[src/rtl/ysyx_220053_pkg.sv]
// ysyx_220053_pkg: shared FSM states, trap codes and reset PC for the core sequencer
package ysyx_220053_pkg;
  typedef enum logic [2:0] {IDLE, FETCH, WAIT, DECODE, EXEC, WB, HALT} state_t;
  localparam logic [1:0] TRAP_NONE = 2'd0;
  localparam logic [1:0] TRAP_EBREAK = 2'd1;
  localparam logic [1:0] TRAP_ILLEGAL = 2'd2;
  localparam logic [1:0] TRAP_TIMEOUT = 2'd3;
  localparam logic [31:0] DEFAULT_RESET_PC = 32'h8000_0000;
endpackage

[src/rtl/ysyx_220053_exec_sequencer_if.sv]
// ysyx_220053_exec_sequencer_if: instruction-memory request/valid handshake
interface ysyx_220053_exec_sequencer_if;
  logic imem_req;
  logic [31:0] imem_addr;
  logic imem_ready;
  logic imem_rvalid;
  logic [31:0] imem_rdata;
  modport master (output imem_req, imem_addr, input imem_ready, imem_rvalid, imem_rdata);
  modport slave (input imem_req, imem_addr, output imem_ready, imem_rvalid, imem_rdata);
endinterface

[src/rtl/ysyx_220053_timeout_cnt.sv]
// ysyx_220053_timeout_cnt: 16-bit saturating counter; hit compares the count including this cycle's increment
module ysyx_220053_timeout_cnt (
  input  logic        clk,
  input  logic        rst_n,
  input  logic        clr,
  input  logic        en,
  input  logic [15:0] limit,
  output logic        hit
);
  logic [15:0] cnt;
  logic [15:0] cnt_nxt;
  assign cnt_nxt = (cnt == 16'hffff) ? cnt : cnt + 16'd1;
  // so a limit of N trips on the N-th enabled cycle
  assign hit = en & (cnt_nxt == limit);
  always_ff @(posedge clk or negedge rst_n)
    if (!rst_n) cnt <= '0;
    else if (clr) cnt <= '0;
    else if (en) cnt <= cnt_nxt;
endmodule

[src/rtl/ysyx_220053_exec_sequencer.sv]
// ysyx_220053_exec_sequencer: multi-cycle fetch/decode/exec/writeback control FSM with PC and trap handling
module ysyx_220053_exec_sequencer
  import ysyx_220053_pkg::*;
#(
  parameter logic [31:0] RESET_PC = DEFAULT_RESET_PC,
  parameter int MEM_TIMEOUT = 255
) (
  input  logic                                clk,
  input  logic                                rst_n,
  ysyx_220053_exec_sequencer_if.master        imem,
  output logic [31:0]                         instr_o,
  input  logic                                dec_legal,
  input  logic                                dec_ebreak,
  input  logic                                dec_wen,
  input  logic [31:0]                         next_pc_i,
  output logic [31:0]                         pc_o,
  output logic                                rf_wen_o,
  output logic                                retire_o,
  output logic [31:0]                         instret_o,
  output logic                                halt_o,
  output logic [1:0]                          trap_code_o
);
  state_t state;
  logic wen_q;
  logic hit;
  assign imem.imem_addr = pc_o;
  ysyx_220053_timeout_cnt u_timeout (
    .clk(clk),
    .rst_n(rst_n),
    .clr(state != WAIT),
    .en(state == WAIT),
    .limit(16'(MEM_TIMEOUT)),
    .hit(hit)
  );
  always_ff @(posedge clk or negedge rst_n)
    if (!rst_n) begin
      state <= IDLE;
      pc_o <= RESET_PC;
      instr_o <= '0;
      imem.imem_req <= 1'b0;
      rf_wen_o <= 1'b0;
      retire_o <= 1'b0;
      instret_o <= '0;
      halt_o <= 1'b0;
      trap_code_o <= TRAP_NONE;
      wen_q <= 1'b0;
    end else begin
      rf_wen_o <= 1'b0;
      retire_o <= 1'b0;
      case (state)
        IDLE: begin
          state <= FETCH;
          imem.imem_req <= 1'b1;
        end
        FETCH: if (imem.imem_ready) begin
          state <= WAIT;
          imem.imem_req <= 1'b0;
        end
        WAIT: if (imem.imem_rvalid) begin
          instr_o <= imem.imem_rdata;
          state <= DECODE;
        end else if (hit) begin
          state <= HALT;
          halt_o <= 1'b1;
          trap_code_o <= TRAP_TIMEOUT;
        end
        DECODE: if (dec_ebreak) begin
          state <= HALT;
          halt_o <= 1'b1;
          trap_code_o <= TRAP_EBREAK;
          retire_o <= 1'b1;
          instret_o <= instret_o + 32'd1;
        end else if (!dec_legal) begin
          state <= HALT;
          halt_o <= 1'b1;
          trap_code_o <= TRAP_ILLEGAL;
        end else begin
          wen_q <= dec_wen;
          state <= EXEC;
        end
        EXEC: if (|next_pc_i[1:0]) begin
          state <= HALT;
          halt_o <= 1'b1;
          trap_code_o <= TRAP_ILLEGAL;
        end else begin
          state <= WB;
          pc_o <= next_pc_i;
          rf_wen_o <= wen_q;
          retire_o <= 1'b1;
          instret_o <= instret_o + 32'd1;
        end
        WB: begin
          state <= FETCH;
          imem.imem_req <= 1'b1;
        end
        default: ;
      endcase
    end
endmodule
[src/flat_wrapper.sv]
// flat-port wrapper written by rule: the top's interface ports become plain ports
module ysyx_220053_exec_sequencer_flat import ysyx_220053_pkg::*;
#(
  parameter logic [31:0] RESET_PC = DEFAULT_RESET_PC,
  parameter int MEM_TIMEOUT = 255
)
  (clk, rst_n, instr_o, dec_legal, dec_ebreak, dec_wen, next_pc_i, pc_o, rf_wen_o, retire_o, instret_o, halt_o, trap_code_o, imem_imem_req, imem_imem_addr, imem_imem_ready, imem_imem_rvalid, imem_imem_rdata);
  ysyx_220053_exec_sequencer_if imem_i ();
  input  logic clk;
  input  logic rst_n;
  output logic [31:0] instr_o;
  input  logic dec_legal;
  input  logic dec_ebreak;
  input  logic dec_wen;
  input  logic [31:0] next_pc_i;
  output logic [31:0] pc_o;
  output logic rf_wen_o;
  output logic retire_o;
  output logic [31:0] instret_o;
  output logic halt_o;
  output logic [1:0] trap_code_o;
  output wire logic [$bits(imem_i.imem_req)-1:0] imem_imem_req;
  output wire logic [$bits(imem_i.imem_addr)-1:0] imem_imem_addr;
  input wire logic [$bits(imem_i.imem_ready)-1:0] imem_imem_ready;
  input wire logic [$bits(imem_i.imem_rvalid)-1:0] imem_imem_rvalid;
  input wire logic [$bits(imem_i.imem_rdata)-1:0] imem_imem_rdata;
  assign imem_imem_req = imem_i.imem_req;
  assign imem_imem_addr = imem_i.imem_addr;
  assign imem_i.imem_ready = imem_imem_ready;
  assign imem_i.imem_rvalid = imem_imem_rvalid;
  assign imem_i.imem_rdata = imem_imem_rdata;
  ysyx_220053_exec_sequencer #(.RESET_PC(RESET_PC), .MEM_TIMEOUT(MEM_TIMEOUT)) u_core (.clk(clk), .rst_n(rst_n), .imem(imem_i), .instr_o(instr_o), .dec_legal(dec_legal), .dec_ebreak(dec_ebreak), .dec_wen(dec_wen), .next_pc_i(next_pc_i), .pc_o(pc_o), .rf_wen_o(rf_wen_o), .retire_o(retire_o), .instret_o(instret_o), .halt_o(halt_o), .trap_code_o(trap_code_o));
endmodule
[config.mk]
export PLATFORM = sky130hd
export DESIGN_NAME = ysyx_220053_exec_sequencer_flat
export DESIGN_NICKNAME = d
export VERILOG_FILES = /design/src/rtl/ysyx_220053_pkg.sv /design/src/rtl/ysyx_220053_exec_sequencer_if.sv /design/src/rtl/ysyx_220053_timeout_cnt.sv /design/src/rtl/ysyx_220053_exec_sequencer.sv /design/src/flat_wrapper.sv
export SDC_FILE = /design/constraint.sdc
export NUM_CORES = 1
export LEC_CHECK = 0
export BUFFER_PORTS_ARGS = -buffer_cell sky130_fd_sc_hd__buf_2
export CAP_MARGIN = 25
export CORE_MARGIN = 2
export CORE_UTILIZATION = 45
export DETAILED_ROUTE_END_ITERATION = 16
export PLACE_DENSITY_LB_ADDON = 0.1
export SLEW_MARGIN = 20
export SYNTH_ARGS = -nofsm -noshare
export SYNTH_HDL_FRONTEND = slang
export SYNTH_SLANG_ARGS = --single-unit
[constraint.sdc]
create_clock -name clk -period 3.4 [get_ports clk]
set_clock_uncertainty 0.05 [all_clocks]
set_input_delay 0.85 -clock clk [delete_from_list [all_inputs] [get_ports clk]]
set_output_delay 0.85 -clock clk [all_outputs]
set_load 0.01 [all_outputs]
Word level (Yosys, flattened, before mapping)
Cells that the tools add are included.

Bits in registers: 122. Input bits: 71.

$add $sub $neg: 2. Equal/unequal tests: 16. Mux-type cells: 32. Bitwise logic cells: 3. Reductions and logical operators: 15.

Operator list (count): two-way mux 32 bit (2); case mux 32 bit (2 select lines) (1); two-way mux 16 bit (3); adder 32 x 1 -> 32 bit (second input constant) (1); adder 16 x 1 -> 16 bit (second input constant) (1); equality test 16 bit (second input constant) (1); equality test 16 x 8 -> 1 bit (second input constant) (1); case mux 3 bit (5 select lines) (1); two-way mux 2 bit (7); two-way mux 3 bit (4); two-way mux 1 bit (10); AND reduction 3 bit (3); inequality test 2 bit (second input constant) (4); equality test 3 x 2 -> 1 bit (second input constant) (2); equality test 3 bit (second input constant) (2); inequality test 3 x 2 -> 1 bit (second input constant) (2); case mux 2 bit (3 select lines) (1); AND reduction 2 bit (3); nonzero test 2 bit (3); AND reduction 5 bit (1); nonzero test 5 bit (1); inequality test 2 x 1 -> 1 bit (second input constant) (2); case mux 1 bit (2 select lines) (2); OR reduction 2 bit (2); other kinds (7) (8).

Longest topological paths before layout
Depth in word-level cells: 7. Depth in mapped cells: 9. Mapped depth without buffers: 8.

Modules after synthesis
From an unflattened synthesis, not the netlist that was laid out.

Cells, all modules: 617. Area total of the unflattened synthesis: 6266.0 sq um.

By module, submodules not included: ysyx_220053_exec_sequencer (instances 1, cells an instance 432, area each 4718.3 sq um); ysyx_220053_timeout_cnt (instances 1, cells an instance 185, area each 1547.7 sq um).

Worst setup path after synthesis
Ideal clock, no wire load.

Path kind: input port to flip-flop. Start: input port next_pc_i[1]. End: register u_core.instret_o[22]. Library setup time: 0.128 ns. Arrival: 2.284 ns. Required time: 3.222 ns. Path slack: 0.938 ns. Stages: 8. Path through: or2_2 -> o21ai_4 -> nand4_4 -> nor3_2 -> nand2b_1 -> buf_4 -> nand2b_4 -> xnor2_2.

Cells in the longest elaborated chain, start to end: 3.

RTL lines: start, declared (line flat_wrapper.sv:15) `input logic [31:0] next_pc_i;`; OR reduction 2 bit (line ysyx_220053_exec_sequencer.sv:81) `EXEC: if (|next_pc_i[1:0]) begin`; inequality test 2 bit (no source line); AND reduction 3 bit (no source line); end signal, assigned (line ysyx_220053_exec_sequencer.sv:72) `instret_o <= instret_o + 32'd1;`; end signal, assigned (line ysyx_220053_exec_sequencer.sv:90) `instret_o <= instret_o + 32'd1;`; end, declared (line ysyx_220053_exec_sequencer.sv:19) `output logic [31:0] instret_o,`.

No other way between the ends. A chain may end at the register's enable or synchronous reset.

Worst setup path in the final report
Start: register u_core.u_timeout.cnt[0]. End: register u_core.trap_code_o[0].

Cells in the longest elaborated chain, start to end: 6. Elaborated cells on any way between the ends: 7. Those cells by class: 1 x add/sub; 3 x eq/ne; 1 x mux; 1 x bitwise; 1 x reduce/logical.

RTL lines: start, declared (line ysyx_220053_timeout_cnt.sv:10) `logic [15:0] cnt;`; start signal, assigned (line ysyx_220053_timeout_cnt.sv:18) `else if (en) cnt <= cnt_nxt;`; adder 16 x 1 -> 16 bit or equality test 16 bit (tied branches) (line ysyx_220053_timeout_cnt.sv:12) `assign cnt_nxt = (cnt == 16'hffff) ? cnt : cnt + 16'd1;`; two-way mux 16 bit (*) (line ysyx_220053_timeout_cnt.sv:12); equality test 16 x 8 -> 1 bit (*) (line ysyx_220053_timeout_cnt.sv:14) `assign hit = en & (cnt_nxt == limit);`; AND 1 bit (*) (line ysyx_220053_timeout_cnt.sv:14); inequality test 2 x 1 -> 1 bit (no source line) (*); AND reduction 5 bit (no source line) (*); end signal, assigned (line ysyx_220053_exec_sequencer.sv:45) `trap_code_o <= TRAP_NONE;`; end signal, assigned (line ysyx_220053_exec_sequencer.sv:65) `trap_code_o <= TRAP_TIMEOUT;`; end signal, assigned (line ysyx_220053_exec_sequencer.sv:70) `trap_code_o <= TRAP_EBREAK;`; end, declared (line ysyx_220053_exec_sequencer.sv:21) `output logic [1:0] trap_code_o`.

Every way passes the cells marked *; elsewhere a longest branch is shown, timed or not.

==> reports/qor.yml <==
fp.dieH_um: 115
port_buffers: 204
grt_pass1_vias: 3979
seqCellArea_mm2: 0.00305
max_freq_mhz: 362
grt_usage: 0.184
clock_sink_count: 122
cts_tree: "done"
yosys-top-cells-area: "dfrtp_1, mux2_2, buf_4"
cp-end-kind: "register"
yosys.area.top_type: "dfrtp_1"
fin_nets: 715
r2r-start: "u_core.u_timeout.cnt[0]$_DFF_PN0_"
drt_iter0_drc: 147
multi_input_area_mm2: 0.00217
hpwl_mm: 8.59
yosys-top-cells-count: "dfrtp_1, mux2_2, nor2_1"
cts_root_buffer: "clkbuf_16"
drtPass1Iterations: 4
via_per_inst: 4.99
io-pin-count: 205
hold_class: "primary input to async pin"
vdd_drop_max_v: 0.000445
setup_viol: 0
initial_utilization: 0.462
gr-total-overflow: 0
fin_cells: 802
fillers: 1066
slew_headroom: 0.487
postCtsSetupBuffers: 0
syn_avg_cell_area_um2: 12.0
fin_setup_tns_ps: 0
ys_seq_area_frac: 0.550
final_max_slew_viol_count: 0
drt-total-wl_mm: 11.5
critPathLaunch: "u_core.u_timeout.cnt[0]$_DFF_PN0_"
total_power_mw: 5.31
maxCapViolations: 0
clock_latency_ps: 410
design_area_mm2: 0.00702
path_class: "register to register"
die_w_um: 115
synth-edff-count: 0
die-area_mm2: 0.0132
min_period_ps: 2770
synth_nets: 534
start_kind: "register"
synth_cell_types: 51
antenna_found_initial: 0
yosysTopAreaCellShare: 0.546
rsz0062_at_grt: "false"
p_leak_nw: 3.57
grt_first_pass_wirelength_mm: 19.0
antenna_left: 0
worstPathArrival_ps: 2990
rr_endpoint: "u_core.trap_code_o[0]$_DFFE_PN0P_"
synth_ff_type: "dfrtp_1"
syn2layout_area_growth_pct: 26.5
tightest_slew_ps: 770
required_ps: 3620
p_per_area_mw_per_mm2: 756
post-route-drc-count: 0
grt_max_degree: 63
hold_viol: 0
ctsHoldBuffers: 0
diodes: 0
synthCells: 461
clk_pin_slew_ps: 50
drive_gt1_frac: 0.479
cts_made_buffers: 17
status: "completed"
worst_hold_slack_ps: 319
synth.yosys.warnings: 0
fp-row-count: 40
cts_max_level: 4
cts_buffer_depth: 2
async_flop_share: 1.00
dpl_cell_area_mm2: 0.00651
cp_max_fo: 7
syn_area_mm2: 0.00555
finalWeightedCongestion: 0.854
ctsResizeCount: 0
r2r_cells: 8
drt-wirelength-per-cell_um: 14.4
final.period_utilization: 0.814
core-area_mm2: 0.0120
synth-seq-cells: 122
dpl.cell_count: 770
vias: 4005
reg2reg_slack_ps: 630
yosysMostFrequentCell: "dfrtp_1"
routing by layer:
metal | vias to the layer above | wire length (um) | share of wire | global-route usage
met5 | - | 0 | 0 | 0
met4 | 0 | 176 | 0.015 | 0.0771
met3 | 15 | 793 | 0.069 | 0.0611
met2 | 134 | 5540 | 0.48 | 0.298
met1 | 1938 | 5010 | 0.43 | 0.227
li1 | 1918 | - | - | -
critical path, stage by stage, from the launching register on:
cell and delay (ps):
dfrtp_1 450, ha_1 280, nand3_1 170, nor4_1 610
mux2i_1 270, o211ai_1 150, nor4_4 340, mux2i_1 220
o211ai_1 90
through the flow:
step	setup slack (ps)	utilization
3_3_place_gp	640	0.542
5_1_grt	413	0.585
3_5_place_dp	589	0.542
4_1_cts	654	0.585
6_report	634	0.585
2_1_floorplan	938	-
layout make-up:
type / count / area share
clock buffer: 29 / 0.0670
tap: 147 / 0.0262
multi-input combinational: 286 / 0.309
inverter: 8 / 0.00428
sequential: 122 / 0.435
clock inverter: 3 / 0.00570
timing repair buffer: 207 / 0.153
sequential cells by signal, indices dropped and copies added, names as in the netlist:
register,cells
u_core.halt_o,1
u_core.imem.imem_addr,32
u_core.imem.imem_req,1
u_core.instr_o,32
u_core.instret_o,32
u_core.retire_o,1
u_core.rf_wen_o,1
u_core.state,3
u_core.trap_code_o,2
u_core.u_timeout.cnt,16
u_core.wen_q,1
logic make-up (layout without fill, tap and decap cells):
kind of cell    Yosys count  after routing  share of synthesized area
fa+ha+maj                 2              2                    0.00451
compound gates           35             35                     0.0397
buf+inv                  53            247                     0.0582
flops                   122            122                      0.550
simple gates            145            145                      0.152
xor+xnor                 39             39                     0.0643
mux                      65             65                      0.131
how the worst max path moves through the flow:
| stage | to | slack (ps) |
|---|---|---|
| 3_5_place_dp | u_core.instret_o[26]$_DFFE_PN0P_ | 590 |
| 4_1_cts | u_core.trap_code_o[0]$_DFFE_PN0P_ | 650 |
| 3_3_place_gp | u_core.instret_o[26]$_DFFE_PN0P_ | 640 |
| 5_1_grt | u_core.trap_code_o[0]$_DFFE_PN0P_ | 410 |
| 6_report | u_core.trap_code_o[0]$_DFFE_PN0P_ | 630 |
| 2_1_floorplan | u_core.instret_o[22]$_DFFE_PN0P_ | 940 |
layout by cell type, fill, tap and decap left out, types with 5 or more instances in the layout:
master / count
inv_1: 8
xor2_1: 15
a21oi_1: 9
mux2_2: 63
nor3_1: 8
clkbuf_16: 17
nor2_1: 38
nor2b_1: 6
clkbuf_1: 12
o21ai_0: 11
a31oi_1: 5
and2_1: 6
nand3_1: 14
nand4_1: 6
xnor2_1: 22
nand2b_1: 5
buf_2: 203
dfrtp_1: 121
nand2_1: 25
power breakdown:
part	internal (mW)	leakage, nW	switching [mW]	total [mW]
clock	1.00	0.246	0.575	1.58
combinational	0.792	1.75	0.781	1.57
sequential	1.87	1.57	0.286	2.16
(Power assumes the default switching activity.)
